==> config.mk <==
export PLATFORM = sky130hd
export DESIGN_NAME = unsigned_divider_16by8_seq
export DESIGN_NICKNAME = d
export VERILOG_FILES = /design/src/rtl/unsigned_divider_16by8_seq.sv
export SDC_FILE = /design/constraint.sdc
export NUM_CORES = 1
export LEC_CHECK = 0
export CORE_MARGIN = 3
export CORE_UTILIZATION = 53
export CTS_CLUSTER_DIAMETER = 60
export DETAILED_ROUTE_END_ITERATION = 6
export PLACE_DENSITY = 0.8
export RECOVER_POWER = 25
export SYNTH_ARGS = -nofsm -noshare
export SYNTH_HDL_FRONTEND = slang
export SYNTH_SLANG_ARGS = --single-unit
==> constraint.sdc <==
create_clock -name clk -period 2.4 [get_ports clk]
set_input_delay 0.48 -clock clk [delete_from_list [all_inputs] [get_ports clk]]
set_output_delay 0.48 -clock clk [all_outputs]
set_load 0.005 [all_outputs]
==> src/rtl/unsigned_divider_16by8_seq.sv <==
// unsigned_divider_16by8_seq
// Sequential unsigned restoring divider: 16-bit dividend z, 8-bit divisor y,
// 8-bit quotient x and 8-bit remainder r, one restoring step per clock.
// An accepted request whose quotient cannot fit in 8 bits (including y == 0)
// finishes immediately with ovf = 1 and x = r = 8'hFF.
// Optional feature: define DIV_TRUNC2_EN to drop the two low dividend bits
// and run 6 iterations, so x = floor(z / (4y)) << 2 and r is the remainder
// of that reduced division (floor(R/4) of the full-width partial remainder).
module unsigned_divider_16by8_seq (
   input  logic        clk,
   input  logic        rst,
   input  logic        start,
   input  logic [15:0] z,
   input  logic [7:0]  y,
   output logic        busy,
   output logic        done,
   output logic [7:0]  x,
   output logic [7:0]  r,
   output logic        ovf
);

`ifdef DIV_TRUNC2_EN
   localparam int ITERS = 6;
   localparam int QW    = 6;
`else
   localparam int ITERS = 8;
   localparam int QW    = 8;
`endif

   localparam logic [2:0] LAST_CNT = 3'(ITERS - 1);

   typedef enum logic [1:0] {
      IDLE = 2'd0,
      RUN  = 2'd1,
      DONE = 2'd2
   } state_t;

   state_t          state;
   logic [7:0]      div_reg;
   logic [7:0]      a;
   logic [QW-1:0]   q;
   logic [2:0]      cnt;

   logic [8:0]      shifted;
   logic [8:0]      diff;
   logic            fits;
   logic [7:0]      a_next;
   logic [QW-1:0]   q_next;
   logic [7:0]      x_next;

   // One restoring step: shift {A,Q} left, subtract the divisor when it fits.
   // The partial remainder stays below the divisor, so after the subtract (or
   // when no subtract happens) it always fits back into 8 bits.
   always_comb begin
      shifted = 9'd0;
      diff    = 9'd0;
      fits    = 1'b0;
      a_next  = 8'd0;
      q_next  = '0;
      x_next  = 8'd0;
      shifted = {a, q[QW-1]};
      diff    = shifted - {1'b0, div_reg};
      fits    = (shifted >= {1'b0, div_reg});
      a_next  = fits ? diff[7:0] : shifted[7:0];
      q_next  = {q[QW-2:0], fits};
`ifdef DIV_TRUNC2_EN
      x_next  = {q_next, 2'b00};
`else
      x_next  = q_next;
`endif
   end

   // Control FSM with registered handshake and result outputs.
   always_ff @(posedge clk) begin
      if (rst) begin
         state   <= IDLE;
         busy    <= 1'b0;
         done    <= 1'b0;
         x       <= 8'd0;
         r       <= 8'd0;
         ovf     <= 1'b0;
         cnt     <= 3'd0;
         a       <= 8'd0;
         q       <= '0;
         div_reg <= 8'd0;
      end else begin
         case (state)
            IDLE: begin
               done <= 1'b0;
               if (start) begin
                  div_reg <= y;
                  a       <= z[15:8];
                  q       <= z[7:8-QW];
                  cnt     <= 3'd0;
                  busy    <= 1'b1;
                  if (z[15:8] >= y) begin
                     state <= DONE;
                     done  <= 1'b1;
                     ovf   <= 1'b1;
                     x     <= 8'hFF;
                     r     <= 8'hFF;
                  end else begin
                     state <= RUN;
                  end
               end
            end
            RUN: begin
               a   <= a_next;
               q   <= q_next;
               cnt <= cnt + 3'd1;
               if (cnt == LAST_CNT) begin
                  state <= DONE;
                  done  <= 1'b1;
                  x     <= x_next;
                  r     <= a_next;
                  ovf   <= 1'b0;
               end
            end
            DONE: begin
               done  <= 1'b0;
               busy  <= 1'b0;
               state <= IDLE;
            end
            default: begin
               state <= IDLE;
               done  <= 1'b0;
               busy  <= 1'b0;
            end
         endcase
      end
   end

endmodule
==> qor.yml, run 1 <==
hold_viol: 0
crit_type: "reg2reg"
avgRoutedWirePerCell_microns: 15.3
cts_resized: 0
holdPathEnd: "div_reg[3]"
die_w_microns: 76.0
clk_latency_ns: 0.31
fmax_ghz: 0.432
post_cts_buffers: 0
start_kind: "flip-flop"
place.gp.congestion: 0.889
clkSlewWorstSetupHoldPaths_ns: 0.10
syn_area_per_cell_sq_um: 8.25
finalWirelength_mm: 6.58
drive_gt1_share_pct: 8.74
start_util_pct: 57.3
dieArea_sq_mm: 0.00578
htree_levels: 2
synth_edf_count: 0
end_kind: "flip-flop"
pwr_density_cell_mw_per_mm2: 730
worst_pin_slew_ns: 0.781
cp_top_family: "compound AO/OA/AOI/OAI gates"
period_minus_slack_ns: 2.32
drv_cap: 0
path_buf_inv: 0
port_buffers: 45
coreArea_sq_mm: 0.00453
hold_buffers: 0
grt_max_degree: 30
synth_top_family_by_area: "simple AND/OR/NAND/NOR gates"
ff2ff_path_depth: 7
ir_drop_uv: 332
crit_chain: "ha_1 -> a21o_1 -> a31o_1 -> o221ai_4 -> and2_1 -> a21oi_1 -> a211oi_1"
drtPass1Iterations: 5
io_pins: 46
max_slew_margin_pct: 48.0
post-route-cell-area_sq_mm: 0.00330
dp_hpwl_mm: 5.02
ys.flop_type: "dfxtp_1"
fin_skew_ns: 0.00865
nets: 411
power.total_w: 0.00240
cts.sinks: 48
drc: 0
num_rows: 24
grt_first_pass_wirelength_mm: 11.4
yosys_warnings: 0
hp-class: "reg2reg"
synth_compound_area_share_pct: 21.6
diodes: 0
syn-num-nets: 361
synthMuxAreaShare_pct: 2.31
outcome: "finished, final reports clean"
cts-root-buf: "clkbuf_8"
rr_endpoint: "r[7]"
cts_buffers: 5
drtIter0Drc: 194
finalCritPeriodShare_pct: 96.5
grt_overflow: 0
synthCells: 315
async_reset_ff_share_pct: 0
grt_usage_pct: 24.0
leakagePower_nw: 1.33
max_stage_delay_ns: 0.37
cp.required_ns: 2.61
synth_fa_ha_area_share_pct: 9.44
synth.cell_area_sq_mm: 0.00260
timing.rr.start: "a[3]"
drtAntennaViolNets: 0
report.final.setup_viol: 0
grt_pass1_vias: 2347
antenna_found_initial: 0
slew_violations: 0
reg2reg_slack_ns: 0.08
crit_slowest_cell: "ha_1"
dpl_worst_slack_ns: -0.164
cts_tree: "done"
regArea_sq_um: 961
cp_max_fo: 6
die_h_microns: 76.0
num_vias: 2421
synth_cell_types: 47
hold_start: "div_reg[3]"
synth_top_area_share_pct: 37.0
holdWs_ns: 0.462
fill_cells: 374
yosysSeqAreaShare_pct: 37.0
hold_depth: 2
synth_simple_gate_area_share_pct: 23.0
rsz0062_at_grt: "false"
cts_buffer_depth: 2
yosysTopAreaCell: "dfxtp_1"
multi_input_area_sq_mm: 0.00149
synth_xor_area_share_pct: 1.01
placed_area_sq_mm: 0.00318
synth.top_cells.by_area: "dfxtp_1, ha_1, nand2_1"
arrival_ns: 2.53
worst_slack_ns: 0.0842
routed_via_density: 5.62
synth_seq_cells: 48
syn2layout_area_growth_pct: 26.9
==> stage by stage <==
stage	utilization, %	instances	setup TNS [ns]
floorplan	-	315	0
global placement	70.2	423	-0.533
detailed placement	70.2	423	-1.76
CTS	72.8	431	0
global route	72.7	431	0
finish	72.7	431	0
==> layout make-up <==
| class | instances | area share, % |
|---|---|---|
| multi-input cells | 230 | 45.3 |
| flip-flops and latches | 48 | 29.2 |
| repair buffers | 60 | 17.4 |
| well taps | 65 | 2.47 |
| inverters | 20 | 2.28 |
| clock buffers | 5 | 2.09 |
| clock inverters | 3 | 1.40 |
==> cell usage after synthesis (3+ instances only) <==
| cell type | n |
|---|---|
| a211oi_1 | 14 |
| a21oi_1 | 21 |
| a22oi_1 | 3 |
| a311oi_1 | 7 |
| a31oi_1 | 6 |
| and2_1 | 3 |
| and4_1 | 4 |
| buf_2 | 5 |
| clkbuf_1 | 11 |
| dfxtp_1 | 48 |
| ha_1 | 18 |
| inv_1 | 19 |
| mux2i_1 | 3 |
| nand2_1 | 42 |
| nand2b_1 | 4 |
| nand3b_1 | 3 |
| nor2_1 | 30 |
| nor2b_1 | 3 |
| nor3_1 | 28 |
| o21ai_0 | 8 |
==> cells by family after synthesis <==
| family | after synthesis |
|---|---|
| AOI/OAI and AO/OA | 77 |
| xor gates and xnor gates | 3 |
| adders and majority gates | 19 |
| buffers and inverters | 37 |
| DFF | 48 |
| muxes | 5 |
| and+or+nand+nor | 126 |
==> report_power, final <==
group	total, W	switching [W]	leakage [nW]	internal (W)
registers	0.000945	0.0000657	0.396	0.000880
clock network	0.000602	0.000288	0.0548	0.000314
logic	0.000857	0.000467	0.879	0.000390
==> per-layer routing <==
layer | GRT usage (%) | routed length [microns]
met5 | 0 | 0
met4 | 7.79 | 95
met3 | 3.55 | 324
met2 | 38.0 | 3100
met1 | 33.6 | 3060
==> worst max path at each step <==
stage                           from   end  slack (ns)  depth (start not counted)
after floorplan           div_reg[4]  a[5]        0.42                          8
after detailed placement        y[5]  r[0]       -0.16                         10
after global placement          y[5]  r[0]       -0.06                         10
after CTS                 div_reg[4]  r[7]        0.14                          8
final                           a[3]  r[7]        0.08                          7
after global routing      div_reg[4]  r[7]       0.002                          8
==> tightest hold or removal path: stages, from the launching register on <==
cell and delay, ns:
dfxtp_1 0.32, nand2_1 0.05, a21oi_1 0.05
==> cell usage in the layout (no fill, tap or decap), types with 2 or more instances in the layout <==
master	count
or2_0	2
ha_1	18
o31ai_1	2
inv_1	19
and4_1	4
mux2i_1	3
clkbuf_8	5
a211oi_1	14
a21o_1	2
a22oi_1	3
o21a_1	2
buf_4	13
nor4_1	2
xor2_1	2
o21ai_1	2
a31oi_1	6
nor3_1	28
nand2b_1	4
o21ai_0	8
a211oi_2	2
dfxtp_1	48
a311oi_1	7
dlygate4sd3_1	4
nor2_1	30
a21oi_1	21
nand3b_1	3
and2_1	3
nor2b_1	3
mux2_4	2
nand2_1	42
clkdlybuf4s50_1	41
No activity file was read; power rests on OpenSTA's default activity.
==> run 2, diff against run 1 <==
CORE_UTILIZATION = 35   (was 53)
PLACE_DENSITY = default   (was 0.8)
REMOVE_ABC_BUFFERS = 1   (was default)
==> run 2 against run 1 <==
Compared with the run above: via count down 0.45%; core utilization down 25 points; count of clock-buffer cells in the layout up 1; global-route usage down 7.5 points; fmax up 3.7%; sequential power about the same; final cell count up 7.2%; total power down 4.0%; critical path depth up 3; largest cell class unchanged; sequential share of layout area down 0.31 points; routed wire length up 2.4%; combinational power about the same.
==> qor.yml, run 2 (synthesized netlist as in run 1, its figures left out) <==
cts_buffer_depth: 2
pwr_density_cell_mw_per_mm2: 693
worst_pin_slew_ns: 0.938
cp.required_ns: 2.58
hold_buffers: 0
period_minus_slack_ns: 2.23
fmax_ghz: 0.448
drc: 0
coreArea_sq_mm: 0.00698
max_slew_margin_pct: 37.5
multi_input_area_sq_mm: 0.00150
num_vias: 2410
post-route-util_pct: 47.7
cts-root-buf: "clkbuf_8"
antenna_found_initial: 0
diodes: 0
drive_gt1_share_pct: 9.29
die_h_microns: 92.1
slew_violations: 0
dieArea_sq_mm: 0.00849
drtPass1Iterations: 4
dp_hpwl_mm: 5.10
nets: 412
finalCritPeriodShare_pct: 93.1
outcome: "finished, final reports clean"
hold_viol: 0
htree_levels: 2
start_kind: "input pin"
fin_skew_ns: 0.0107
cts_tree: "done"
num_rows: 30
drtIter0Drc: 92
grt_usage_pct: 16.5
ir_drop_uv: 232
drv_cap: 0
cp_max_fo: 18
layout_commonest_cell: "dfxtp_1"
grt_first_pass_wirelength_mm: 11.2
drtAntennaViolNets: 0
rsz0062_at_grt: "false"
io_pins: 46
report.final.setup_viol: 0
clkSlewWorstSetupHoldPaths_ns: 0.09
port_buffers: 45
cts.sinks: 48
crit_type: "in2reg"
syn2layout_area_growth_pct: 28.2
regArea_sq_um: 961
holdWs_ns: 0.457
fill_cells: 721
post_cts_buffers: 0
routed_via_density: 5.22
hp-class: "reg2reg"
grt_pass1_vias: 2298
die_w_microns: 92.1
cts_buffers: 5
grt_max_degree: 27
leakagePower_nw: 1.32
start_util_pct: 37.2
layout_common_cells: "dfxtp_1, clkdlybuf4s50_1, nand2_1, nor2_1, nor3_1"
worst_slack_ns: 0.166
end_kind: "flip-flop"
arrival_ns: 2.41
avgRoutedWirePerCell_microns: 14.6
dpl_worst_slack_ns: -0.240
finalWirelength_mm: 6.74
clk_latency_ns: 0.30
grt_overflow: 0
place.gp.congestion: 0.823
run 2: changes by cell type in the layout (fill, tap and decap cells not counted), sizes merged:
cell and change:
clkinvlp -1, bufinv -1, clkdlybuf4s50 +2, dlygate4sd3 -2, clkinv +1, clkbuf +3, buf -1, inv -1
run 2: worst paths after layout:
check,startpoint,endpoint,slack (ns),depth (start not counted)
hold / removal,div_reg[5],div_reg[5],0.46,2
setup reg to reg,div_reg[4],a[6],0.17,8
hold reg to reg,div_reg[5],div_reg[5],0.46,2
setup / recovery,y[5],r[0],0.17,10
run 2: repair_timing:
| action | 4_1_cts | 5_1_grt |
|---|---|---|
| gates resized for setup | 0 | 1 |
| endpoints found under the setup margin | 0 | 12 |
| endpoints found under the hold margin | 0 | 0 |
run 2: area by class of cell:
cell class / count / area share, %
multi-input cells: 230 / 44.9
flip-flops and latches: 48 / 28.9
repair buffers: 61 / 17.6
well taps: 96 / 3.61
clock buffers: 6 / 2.48
inverters: 20 / 2.25
clock inverters: 1 / 0.263
run 2: layer usage:
metal  global-route usage, %  up-vias  share of wire [%]
li1                        -     1225                  -
met1                    22.1     1122                 46
met2                    27.3       59                 49
met3                    2.95        4                4.3
met4                    4.21        0               0.92
met5                       0        -                  0
run 2: stage by stage:
stage	TNS, ns	power [W]	instances	area, sq um
3_3_place_gp	-3.80	0.00180	455	3240
3_5_place_dp	-3.68	0.00182	455	3240
5_1_grt	0	0.00246	462	3330
2_1_floorplan	0	0.00151	298	2530
6_report	0	0.00231	462	3330
4_1_cts	0	0.00233	462	3330
run 2: worst max-delay path, cell delays in order:
cell	delay (ns)
clkdlybuf4s50_1	0.47
inv_1	0.04
ha_1	0.30
a21oi_1	0.15
nor2_1	0.08
a211oi_2	0.28
o22ai_2	0.15
buf_12	0.17
nor3_1	0.22
a211oi_2	0.06
run 2: where the power goes:
part	total, W	switching [W]	leakage, nW	internal, W
sequential	0.000942	0.0000625	0.396	0.000880
combinational	0.000855	0.000463	0.879	0.000392
clock	0.000510	0.000280	0.0473	0.000230
==> run 3, diff against run 2 <==
CORE_UTILIZATION = 53   (was 35)
PLACE_DENSITY = 0.8   (was default)
==> run 3 against run 2 <==
Compared with the run above: critical path depth shrank 2; final cell count shrank 7.4%; count of clock-buffer cells in the layout is the same; sequential share of layout area grew 0.51 points; via count grew 1.5%; die area shrank 32%; combinational power is essentially flat; highest routed layer unchanged.
==> qor.yml, run 3 (synthesized netlist as in run 1, its figures left out) <==
cts_buffer_depth: 2
cts_tree: "done"
outcome: "finished, final reports clean"
io_pins: 46
layout_commonest_cell: "dfxtp_1"
drc: 0
fin_tns_setup_ns: 0
drtIter0Drc: 193
post_cts_buffers: 0
drv_cap: 0
die_w_microns: 76.0
htree_levels: 2
grt_max_degree: 45
coreArea_sq_mm: 0.00453
period_minus_slack_ns: 2.25
dp_hpwl_mm: 4.80
cts_resized: 0
place.gp.congestion: 0.831
num_vias: 2445
start_util_pct: 57.3
regArea_sq_um: 961
clk_latency_ns: 0.30
drtPass1Iterations: 5
die_h_microns: 76.0
dieArea_sq_mm: 0.00578
avgRoutedWirePerCell_microns: 15.0
post-route-util_pct: 72.2
diodes: 0
hold_buffers: 0
pwr_density_cell_mw_per_mm2: 705
ir_drop_uv: 407
start_kind: "flip-flop"
cp.required_ns: 2.61
arrival_ns: 2.46
multi_input_area_sq_mm: 0.00150
grt_pass1_vias: 2399
leakagePower_nw: 1.32
grt_first_pass_wirelength_mm: 11.0
nets: 408
drtAntennaViolNets: 0
clkSlewWorstSetupHoldPaths_ns: 0.09
syn2layout_area_growth_pct: 26.0
cp_max_fo: 6
port_buffers: 45
hold_viol: 0
crit_type: "reg2reg"
grt_overflow: 0
fill_cells: 383
hp-class: "reg2reg"
max_slew_margin_pct: 62.4
antenna_found_initial: 0
end_kind: "flip-flop"
finalCritPeriodShare_pct: 93.8
rsz0062_at_grt: "false"
cts_buffers: 5
report.final.setup_viol: 0
num_rows: 24
slew_violations: 0
cts-root-buf: "clkbuf_8"
fmax_ghz: 0.444
layout_common_cells: "dfxtp_1, nand2_1, clkdlybuf4s50_1, nor2_1, nor3_1"
fin_skew_ns: 0.00402
routed_via_density: 5.71
drive_gt1_share_pct: 8.54
grt_usage_pct: 23.0
finalWirelength_mm: 6.42
cts.sinks: 48
worst_pin_slew_ns: 0.564
[run 3: cell types whose count changed in the layout (fill, tap and decap cells not counted), sizes merged]
| cell | delta |
|---|---|
| buf | -2 |
| clkbuf | -2 |
| dlygate4sd3 | +4 |
| clkdlybuf4s50 | -4 |
| clkinvlp | +2 |
| clkinv | -1 |
[run 3: cell type report]
type | count | area share (%)
Inverter | 20 | 2.29
Clock inverter | 2 | 0.459
Clock buffer | 6 | 2.52
Multi-Input combinational cell | 230 | 45.7
Tap cell | 65 | 2.48
Sequential cell | 48 | 29.4
Timing Repair Buffer | 57 | 17.2
[run 3: worst paths after layout]
path / from / slack [ns] / cells past startpoint / to
setup / recovery: div_reg[4] / 0.15 / 8 / a[6]
hold / removal: div_reg[3] / 0.46 / 2 / div_reg[3]
setup reg to reg: div_reg[4] / 0.15 / 8 / a[6]
hold reg to reg: div_reg[3] / 0.46 / 2 / div_reg[3]
[run 3: per-stage QoR]
stage               cell area (sq um)  hold WS, ns  total power (W)  cells  worst slack, ns
floorplan                        2530        0.430          0.00151    298            0.294
global route                     3270        0.486          0.00245    428           0.0343
global placement                 3170        0.443          0.00178    420          -0.0559
CTS                              3270        0.463          0.00231    428            0.157
finish                           3270        0.458          0.00231    428            0.148
detailed placement               3170        0.451          0.00181    420           -0.130
[run 3: power by group]
part | switching (W) | internal, W | total (W)
Sequential | 0.0000628 | 0.000880 | 0.000942
Clock | 0.000276 | 0.000233 | 0.000510
Combinational | 0.000463 | 0.000391 | 0.000854
[run 3: metal layers]
layer | wire length, microns | vias up | global-route usage (%)
li1 | - | 1220 | -
met1 | 2840 | 1137 | 30.1
met2 | 3120 | 79 | 39.5
met3 | 388 | 9 | 3.31
met4 | 70 | 0 | 6.70
met5 | 0 | - | 0
[run 3: worst max-delay path: stages (launching register included)]
cell and delay [ns]:
dfxtp_1 0.34, inv_1 0.05, ha_1 0.33, a21o_1 0.21, a31o_1 0.22, o221ai_4 0.28
and2_1 0.32, a211oi_1 0.11, nor4_1 0.29
